File: src/rtl/histogram_pkg.sv
// Shared definitions for the histogram accumulator: sizes, state codes and
// the saturating adder used for both run counting and bin merging.
package histogram_pkg;

  // Pixel width doubles as the bin address width; one bin per pixel value.
  localparam int PIX_W = 10;
  localparam int BINS  = 1 << PIX_W;
  localparam int CNT_W = 32;

  // Controller state codes, kept as plain constants so older tools and
  // scripts that decode the raw state value keep working.
  typedef logic [2:0] state_t;

  localparam state_t ST_CLEAR    = 3'd0;
  localparam state_t ST_IDLE     = 3'd1;
  localparam state_t ST_ACCUM    = 3'd2;
  localparam state_t ST_FLUSH_RD = 3'd3;
  localparam state_t ST_FLUSH_WR = 3'd4;
  localparam state_t ST_RD_ADDR  = 3'd5;
  localparam state_t ST_RD_HOLD  = 3'd6;
  localparam state_t ST_RD_ZERO  = 3'd7;

  // Unsigned add that sticks at all-ones instead of wrapping.
  function automatic logic [CNT_W-1:0] sat_add(input logic [CNT_W-1:0] a,
                                               input logic [CNT_W-1:0] b);
    logic [CNT_W:0] sum;
    sum = {1'b0, a} + {1'b0, b};
    return sum[CNT_W] ? {CNT_W{1'b1}} : sum[CNT_W-1:0];
  endfunction

endpackage

File: src/rtl/hist_run_coalescer.sv
// Run coalescer: tracks the current run of identical pixels and hands a
// finished run over to the flush registers that feed the RAM update.
module hist_run_coalescer
  import histogram_pkg::*;
(
  input  logic             clk,
  input  logic             reset,
  input  logic             start,
  input  logic             beat,
  input  logic             final_beat,
  input  logic             move,
  input  logic [PIX_W-1:0] pix,
  output logic             same,
  output logic [PIX_W-1:0] run_bin,
  output logic [CNT_W-1:0] run_cnt,
  output logic [PIX_W-1:0] flush_bin,
  output logic [CNT_W-1:0] flush_cnt
);

  logic [CNT_W-1:0] inc_cnt;

  assign same    = (pix == run_bin);
  assign inc_cnt = sat_add(run_cnt, CNT_W'(1));

  // Run and flush registers. A start beat seeds both so that a one-beat frame
  // can be flushed straight away; a final beat on the same pixel hands the
  // grown run to flush in the same cycle; a differing pixel retires the old
  // run and starts a new one.
  always_ff @(posedge clk or posedge reset) begin
    if (reset) begin
      run_bin   <= '0;
      run_cnt   <= '0;
      flush_bin <= '0;
      flush_cnt <= '0;
    end else if (start) begin
      run_bin   <= pix;
      run_cnt   <= CNT_W'(1);
      flush_bin <= pix;
      flush_cnt <= CNT_W'(1);
    end else if (beat) begin
      if (same) begin
        run_cnt <= inc_cnt;
        if (final_beat) begin
          flush_bin <= run_bin;
          flush_cnt <= inc_cnt;
        end
      end else begin
        flush_bin <= run_bin;
        flush_cnt <= run_cnt;
        run_bin   <= pix;
        run_cnt   <= CNT_W'(1);
      end
    end else if (move) begin
      flush_bin <= run_bin;
      flush_cnt <= run_cnt;
    end
  end

endmodule

File: src/rtl/histogram_accumulator.sv
// Histogram accumulator: clears the bin RAM, folds a pixel stream into it with
// run-coalesced read-modify-write, then streams every bin out and zeroes it.
module histogram_accumulator
  import histogram_pkg::*;
(
  input  logic             clk,
  input  logic             reset,
  input  logic             pix_valid_i,
  output logic             pix_ready_o,
  input  logic [PIX_W-1:0] pix_i,
  input  logic             sof_i,
  input  logic             eof_i,
  output logic [PIX_W-1:0] hist_addr_o,
  output logic             hist_we_o,
  output logic [CNT_W-1:0] hist_wdata_o,
  input  logic [CNT_W-1:0] hist_rdata_i,
  output logic             hist_valid_o,
  input  logic             hist_ready_i,
  output logic [PIX_W-1:0] hist_bin_o,
  output logic [CNT_W-1:0] hist_count_o,
  output logic             hist_last_o,
  output logic             busy_o,
  output logic             err_o
);

  state_t           state;
  state_t           state_n;
  logic [PIX_W:0]   clr_idx;
  logic [PIX_W:0]   clr_idx_n;
  logic [PIX_W-1:0] bin;
  logic [PIX_W-1:0] bin_n;
  logic             final_flag;
  logic             final_n;
  logic             run_flushed;
  logic             run_flushed_n;
  logic             cap_valid;
  logic [CNT_W-1:0] cnt_q;
  logic [PIX_W-1:0] addr_n;
  logic             we_n;
  logic             err_n;
  logic             accept;

  logic             co_start;
  logic             co_beat;
  logic             co_final;
  logic             co_move;
  logic             same;
  logic [PIX_W-1:0] run_bin;
  logic [CNT_W-1:0] run_cnt;
  logic [PIX_W-1:0] flush_bin;
  logic [CNT_W-1:0] flush_cnt;

  assign accept = pix_valid_i && pix_ready_o;

  hist_run_coalescer u_coalescer (
    .clk        (clk),
    .reset      (reset),
    .start      (co_start),
    .beat       (co_beat),
    .final_beat (co_final),
    .move       (co_move),
    .pix        (pix_i),
    .same       (same),
    .run_bin    (run_bin),
    .run_cnt    (run_cnt),
    .flush_bin  (flush_bin),
    .flush_cnt  (flush_cnt)
  );

  // Next-state logic. RAM address and write enable are computed here for the
  // state being entered, so the registered outputs always match the state
  // they are shown in.
  always_comb begin
    state_n       = state;
    clr_idx_n     = clr_idx;
    bin_n         = bin;
    final_n       = final_flag;
    run_flushed_n = run_flushed;
    addr_n        = '0;
    we_n          = 1'b0;
    err_n         = 1'b0;
    co_start      = 1'b0;
    co_beat       = 1'b0;
    co_final      = 1'b0;
    co_move       = 1'b0;

    case (state)
      ST_CLEAR: begin
        if (!clr_idx[PIX_W]) begin
          we_n      = 1'b1;
          addr_n    = clr_idx[PIX_W-1:0];
          clr_idx_n = clr_idx + 1'b1;
        end else begin
          state_n   = ST_IDLE;
          clr_idx_n = '0;
        end
      end

      ST_IDLE: begin
        if (accept) begin
          if (!sof_i) begin
            err_n = 1'b1;
          end else begin
            co_start = 1'b1;
            if (eof_i) begin
              final_n       = 1'b1;
              run_flushed_n = 1'b1;
              state_n       = ST_FLUSH_RD;
              addr_n        = pix_i;
            end else begin
              final_n       = 1'b0;
              run_flushed_n = 1'b0;
              state_n       = ST_ACCUM;
            end
          end
        end
      end

      ST_ACCUM: begin
        if (accept) begin
          err_n    = sof_i;
          co_beat  = 1'b1;
          co_final = eof_i;
          if (same) begin
            if (eof_i) begin
              final_n       = 1'b1;
              run_flushed_n = 1'b1;
              state_n       = ST_FLUSH_RD;
              addr_n        = run_bin;
            end
          end else begin
            final_n       = eof_i;
            run_flushed_n = 1'b0;
            state_n       = ST_FLUSH_RD;
            addr_n        = run_bin;
          end
        end
      end

      ST_FLUSH_RD: begin
        state_n = ST_FLUSH_WR;
        addr_n  = flush_bin;
        we_n    = 1'b1;
      end

      ST_FLUSH_WR: begin
        if (final_flag && !run_flushed) begin
          co_move       = 1'b1;
          run_flushed_n = 1'b1;
          state_n       = ST_FLUSH_RD;
          addr_n        = run_bin;
        end else if (final_flag) begin
          final_n = 1'b0;
          bin_n   = '0;
          state_n = ST_RD_ADDR;
          addr_n  = '0;
        end else begin
          state_n = ST_ACCUM;
        end
      end

      ST_RD_ADDR: begin
        state_n = ST_RD_HOLD;
        addr_n  = bin;
      end

      ST_RD_HOLD: begin
        addr_n = bin;
        if (hist_ready_i) begin
          state_n = ST_RD_ZERO;
          we_n    = 1'b1;
        end
      end

      ST_RD_ZERO: begin
        if (bin == {PIX_W{1'b1}}) begin
          state_n = ST_IDLE;
        end else begin
          bin_n   = bin + 1'b1;
          state_n = ST_RD_ADDR;
          addr_n  = bin + 1'b1;
        end
      end

      default: begin
        state_n = ST_CLEAR;
      end
    endcase
  end

  // Control state, bookkeeping flags and all registered outputs.
  always_ff @(posedge clk or posedge reset) begin
    if (reset) begin
      state        <= ST_CLEAR;
      clr_idx      <= '0;
      bin          <= '0;
      final_flag   <= 1'b0;
      run_flushed  <= 1'b0;
      hist_addr_o  <= '0;
      hist_we_o    <= 1'b0;
      pix_ready_o  <= 1'b0;
      hist_valid_o <= 1'b0;
      hist_bin_o   <= '0;
      hist_last_o  <= 1'b0;
      busy_o       <= 1'b0;
      err_o        <= 1'b0;
    end else begin
      state        <= state_n;
      clr_idx      <= clr_idx_n;
      bin          <= bin_n;
      final_flag   <= final_n;
      run_flushed  <= run_flushed_n;
      hist_addr_o  <= addr_n;
      hist_we_o    <= we_n;
      pix_ready_o  <= (state_n == ST_IDLE) || (state_n == ST_ACCUM);
      hist_valid_o <= (state_n == ST_RD_HOLD);
      hist_bin_o   <= (state_n == ST_RD_HOLD) ? bin_n : '0;
      hist_last_o  <= (state_n == ST_RD_HOLD) && (bin_n == {PIX_W{1'b1}});
      busy_o       <= (state_n != ST_IDLE);
      err_o        <= err_n;
    end
  end

  // Readout count capture: the RAM word arriving in the first hold cycle is
  // latched so the count stays frozen however long the consumer stalls.
  always_ff @(posedge clk or posedge reset) begin
    if (reset) begin
      cap_valid <= 1'b0;
      cnt_q     <= '0;
    end else begin
      cap_valid <= (state == ST_RD_HOLD) && (state_n == ST_RD_HOLD);
      if ((state == ST_RD_HOLD) && !cap_valid) begin
        cnt_q <= hist_rdata_i;
      end
    end
  end

  // Write data and readout count depend on the RAM word of the current cycle;
  // everywhere else they are held at zero.
  always_comb begin
    hist_wdata_o = '0;
    hist_count_o = '0;
    if (state == ST_FLUSH_WR) begin
      hist_wdata_o = sat_add(hist_rdata_i, flush_cnt);
    end
    if (state == ST_RD_HOLD) begin
      hist_count_o = cap_valid ? cnt_q : hist_rdata_i;
    end
  end

endmodule

File: config.mk
export PLATFORM = sky130hd
export DESIGN_NAME = histogram_accumulator
export DESIGN_NICKNAME = d
export VERILOG_FILES = /design/src/rtl/histogram_pkg.sv /design/src/rtl/hist_run_coalescer.sv /design/src/rtl/histogram_accumulator.sv
export SDC_FILE = /design/constraint.sdc
export NUM_CORES = 1
export LEC_CHECK = 0
export CAP_MARGIN = 20
export CELL_PAD_IN_SITES_DETAIL_PLACEMENT = 0
export CELL_PAD_IN_SITES_GLOBAL_PLACEMENT = 1
export CORE_UTILIZATION = 40
export CTS_BUF_LIST = sky130_fd_sc_hd__clkbuf_16
export CTS_CLUSTER_DIAMETER = 40
export DETAILED_ROUTE_END_ITERATION = 8
export GPL_TIMING_DRIVEN = 1
export PLACE_DENSITY_LB_ADDON = 0.08
export SLEW_MARGIN = 20
export SYNTH_ARGS = -nofsm -noshare
export SYNTH_HDL_FRONTEND = slang
export SYNTH_SLANG_ARGS = --single-unit
File: constraint.sdc
create_clock -name clk -period 13.2 [get_ports clk]
set_clock_uncertainty 0.1 [all_clocks]
set_input_delay 1.98 -clock clk [delete_from_list [all_inputs] [get_ports clk]]
set_output_delay 1.98 -clock clk [all_outputs]
set_load 0.02 [all_outputs]
## After elaboration in Yosys (flattened, before gate mapping)

Index checks and enable logic that the tools add are counted.

| cells by class | value |
|---|---|
| add/sub/neg operators | 4 |
| equal/unequal tests | 22 |
| muxes and demuxes | 77 |
| reductions and logical operators | 17 |

Operators with widths:

| cell | count |
|---|---|
| $mux W32 | 13 |
| $mux W10 | 21 |
| $pmux W10 S7 | 1 |
| $add A32 B1 Y33 const B | 1 |
| $add A32 B32 Y33 | 1 |
| $mux W3 | 10 |
| $mux W1 | 25 |
| $pmux W3 S8 | 1 |
| $eq A10 B10 Y1 const B | 2 |
| $pmux W10 S2 | 1 |
| $eq A3 B3 Y1 const B | 5 |
| $ne A2 B2 Y1 const B | 6 |
| $reduce_and A6 Y1 | 2 |
| $add A11 B1 Y11 const B | 1 |
| $mux W11 | 1 |
| $add A10 B1 Y10 const B | 1 |
| $eq A10 B10 Y1 | 1 |
| $eq A3 B2 Y1 const B | 3 |
| $pmux W1 S3 | 3 |
| $eq A3 B1 Y1 const B | 2 |
| $reduce_bool A3 Y1 | 2 |
| $logic_and A1 B1 Y1 | 5 |
| $ne A4 B4 Y1 const B | 1 |
| $reduce_and A2 Y1 | 2 |
| other kinds (8) | 9 |

| storage, ports and cells | value |
|---|---|
| bits in registers | 169 |
| input bits | 48 |
| output and inout port bits | 90 |

## Logic depth before layout (Yosys ltp)

| depth | value |
|---|---|
| depth in word-level cells | 7 |
| gate-level depth with buffers | 11 |
| gate-level depth less buffers | 10 |

## Modules after synthesis

Synthesis repeated with hierarchy kept, for this count alone.

| second synthesis, totals | value |
|---|---|
| cells, all modules | 1194 |
| area, all modules | 10856.7 sq um |

By module, submodules not included:

| module | instances | cells each | area each (sq um) | sequential area each (sq um) |
|---|---|---|---|---|
| histogram_accumulator | 1 | 702 | 6202.2 | 2127.0 |
| hist_run_coalescer | 1 | 492 | 4654.5 | 2102.0 |

## Least setup slack after synthesis

No wires, ideal clock.

| path | value |
|---|---|
| path kind | input-to-output |
| start | input port hist_rdata_i[0] |
| end | output port hist_wdata_o[26] |
| arrival time | 4.355 ns |
| data required time | 11.120 ns |
| path slack | 6.765 ns |
| cell stages on the path | 10 |
| path buffers | 0 |
| path through | ha_1 fa_1 a21oi_1 o211ai_1 nand3_1 nand2_1 o211ai_1 a21oi_1 and3_1 nor4_1 |

| between the ends | value |
|---|---|
| longest elaborated chain between the ends | 3 |

Ends and longest elaborated chain:

| item | RTL line | RTL |
|---|---|---|
| from (decl) | histogram_accumulator.sv:16 | `input logic [CNT_W-1:0] hist_rdata_i,` |
| $add A32 B32 Y33 | histogram_pkg.sv:27 | `sum = {1'b0, a} + {1'b0, b};` |
| $mux W32 | histogram_pkg.sv:28 | `return sum[CNT_W] ? {CNT_W{1'b1}} : sum[CNT_W-1:0];` |
| $mux W32 | histogram_accumulator.sv:243 | `if (state == ST_FLUSH_WR) begin` |
| to (decl) | histogram_accumulator.sv:15 | `output logic [CNT_W-1:0] hist_wdata_o,` |

Every way passes these cells.

## Final worst setup path

Same ends and word-level chain as after synthesis.

==> flow_summary.toml <==
[clock_tree]
clockBufferDepth = 2
cts_setup_buffers = 0
postCtsResizedCells = 0
ctsHoldBuffers = 0
cts_num_sinks = 169
cts_tree = "built"
cts-htree-levels = 4
clk_latency_ns = 0.43
cts-root-buf = "clkbuf_16"
path_clk_slew_ns = 0.08
cts_buffers = 17

[global_route]
overflow = 0
grt.total_usage = 0.2448
grt_max_degree = 75
antenna_found_initial = 0
grt_pass1_wl_microns = 53130
grt_pass1_vias = 9052

[finish]
final_common_cell = "dfrtp_1"
layout_common_cells = "dfrtp_1 (168), a21oi_1 (149), clkdlybuf4s50_1 (137)"
layout.nets = 1411
syn2layout_area_growth_pct = 20.37
instances_no_fill = 1674
fillers = 2540
drive_above_1_share = 0.08290
diodes = 0

[critical_path]
path_common_cell = "clkdlybuf4s50_1"
cp-start-kind = "input pin"
crit_fanout = 26
max_stage_delay_ns = 0.57
critPathRequiredTime_ns = 11.12
path_class = "in -> out"
crit_chain = "clkdlybuf4s50_1 > ha_1 > fa_1 > a21oi_1 > o211ai_1 > nand3_1 > nand2_1 > o21ai_0 > o21a_1 > buf_4 > nor4b_1 > nor4_1 > clkdlybuf4s50_1"
cp-end-kind = "output port"
slowest_stage = "clkdlybuf4s50_1"
arrival_ns = 5.75

[pwr]
p_int_mw = 1.164
power_frac_seq = 0.390
switching_power_mw = 0.7185
ir_worst_vdd_v = 0.00008985
power_density_nw_per_um2 = 145.8
report.power.total_mw = 1.883
clkPwrFrac = 0.264
leakage_nw = 5.446
p_sw_frac = 0.3816
comb_power_share = 0.346

[route]
wirelength_microns = 33090
firstDrtPassIters = 9
num_vias = 9624
post-route-drc-count = 17
postRouteAntennaNets = 0
avgRoutedWirePerCell_microns = 19.77
viasPerCell = 5.749
drt_iter0_drc = 783

[die]
io_pins = 138
initial_core_util = 0.4093
die_x_microns = 165.7
dieHeight_microns = 165.7
row_count = 59
dieArea_sq_um = 27470
core-area_sq_um = 26210

[run_status]
violations = "DRC"
status = "finished, violations left"

[place]
io_buffers = 137
dp_hpwl_microns = 23610
dp_cells = 1642
place_congestion = 0.8591

[flow_run]
drv_cap = 0

[timing]
min_period_ns = 7.832
finalSetupViolCount = 0
max_freq_mhz = 127.7
tightestPinTransition_ns = 1.023
rsz0062_at_grt = "false"
hold_viol = 0
min_period_over_period = 0.5933
setup_tns_ns = 0
holdWs_ns = 0.3759
maxSlewHeadroom = 0.3177
slew_viol_final = 0

[yosys]
ys_seq_area_frac = 0.3943
synthArstFlopShare = 1.000
synth_area_per_cell_sq_um = 8.699
synth_ff_type = "dfrtp_1"
synth_edf_count = 0
yosys.cell_types.count = 71
netlist_instances = 1233
yosys_register_bits = 169
yosysWarnings = 0
netlist_area_sq_um = 10730
synth.net_count = 1318

[min_path]
hold_path.class = "reg -> reg"
==> stage by stage <==
step	worst slack, ns	instance area (sq um)	utilization
floorplan	6.545	10730	-
global placement	5.485	12330	0.4705
detailed placement	5.402	12330	0.4705
CTS	5.383	12910	0.4925
global route	5.089	12910	0.4926
finish	5.368	12910	0.4926
==> layout make-up <==
type / instances / area (sq um) / area share
Clock inverter: 15 / 152.6 / 0.01182
Clock buffer: 17 / 425.4 / 0.03295
Tap cell: 335 / 419.2 / 0.03247
Timing Repair Buffer: 151 / 1476 / 0.1144
Multi-Input combinational cell: 963 / 6111 / 0.4733
Sequential cell: 169 / 4230 / 0.3277
Inverter: 24 / 95.09 / 0.007366
==> metal layers <==
metal  track usage  wire length (microns)  vias to the layer above
met1        0.3861                  16920                     4648
li1              -                      -                     4669
met3       0.03718                   2105                       22
met4       0.05364                    286                        0
met2        0.3476                  13780                      285
met5             0                      0                        -
==> state kept, by name, indices dropped and copies added, names as in the netlist <==
name / count
cnt_q: 32
u_coalescer.flush_cnt: 32
u_coalescer.run_cnt: 32
clr_idx: 11
bin: 10
hist_addr_o: 10
hist_bin_o: 10
u_coalescer.flush_bin: 10
u_coalescer.run_bin: 10
state: 3
busy_o: 1
cap_valid: 1
err_o: 1
final_flag: 1
hist_last_o: 1
hist_valid_o: 1
hist_we_o: 1
pix_ready_o: 1
run_flushed: 1
==> cell usage after synthesis (all sizes together) (12+ instances only) <==
library cell    n  area [sq um]
a31oi          19         118.9
buf            12         62.56
dfrtp         169          4229
nor2          122         460.5
a21oi         150         754.5
and3           28         175.2
mux2           43         484.2
nand2b         12         75.07
nand3          51         265.3
xor2           29         254.0
nand4          16         100.1
o21ai          85         425.4
xnor2          20         175.2
mux2i          35         350.3
inv            24         90.09
a21o           15         112.6
ha             36         450.4
clkbuf         65         245.2
nand2         134         503.0
==> critical path: cells and delay by family <==
family | cells | cell delay, ns
buf+inv | 3 | 1.36
compound gates | 4 | 1.07
fa+ha+maj | 2 | 0.64
simple gates | 4 | 0.69
==> path summary, 6_finish.rpt <==
kind	cells after the start	startpoint	slack, ns	to
setup / recovery	13	hist_rdata_i[0]	5.37	hist_wdata_o[26]
min in group asynchronous	2	reset	1.81	u_coalescer.flush_cnt[1]
hold reg to reg	2	u_coalescer.flush_bin[8]	0.38	u_coalescer.flush_bin[8]
setup reg to reg	8	u_coalescer.run_cnt[0]	9.11	u_coalescer.flush_cnt[6]
hold / removal	2	u_coalescer.flush_bin[8]	0.38	u_coalescer.flush_bin[8]
max in group asynchronous	4	reset	9.20	u_coalescer.run_cnt[21]
==> cells by family (layout without fill, tap and decap cells) <==
logic type	Yosys count	in the layout	share of synthesized area
xor+xnor	49	49	0.04001
compound gates	375	375	0.2157
buf+inv	101	207	0.03710
mux	78	78	0.07781
flops	169	169	0.3943
simple gates	424	424	0.1912
fa+ha+maj	37	37	0.04386
==> power by group through the flow <==
stage	clock network [mW]	logic, mW	registers [mW]
after floorplan	0	0.441	0.718
after global placement	0	0.645	0.739
after detailed placement	0	0.650	0.744
after CTS	0.514	0.654	0.733
after global routing	0.532	0.718	0.753
final	0.497	0.652	0.734
No activity file was read; power rests on OpenSTA's default activity.
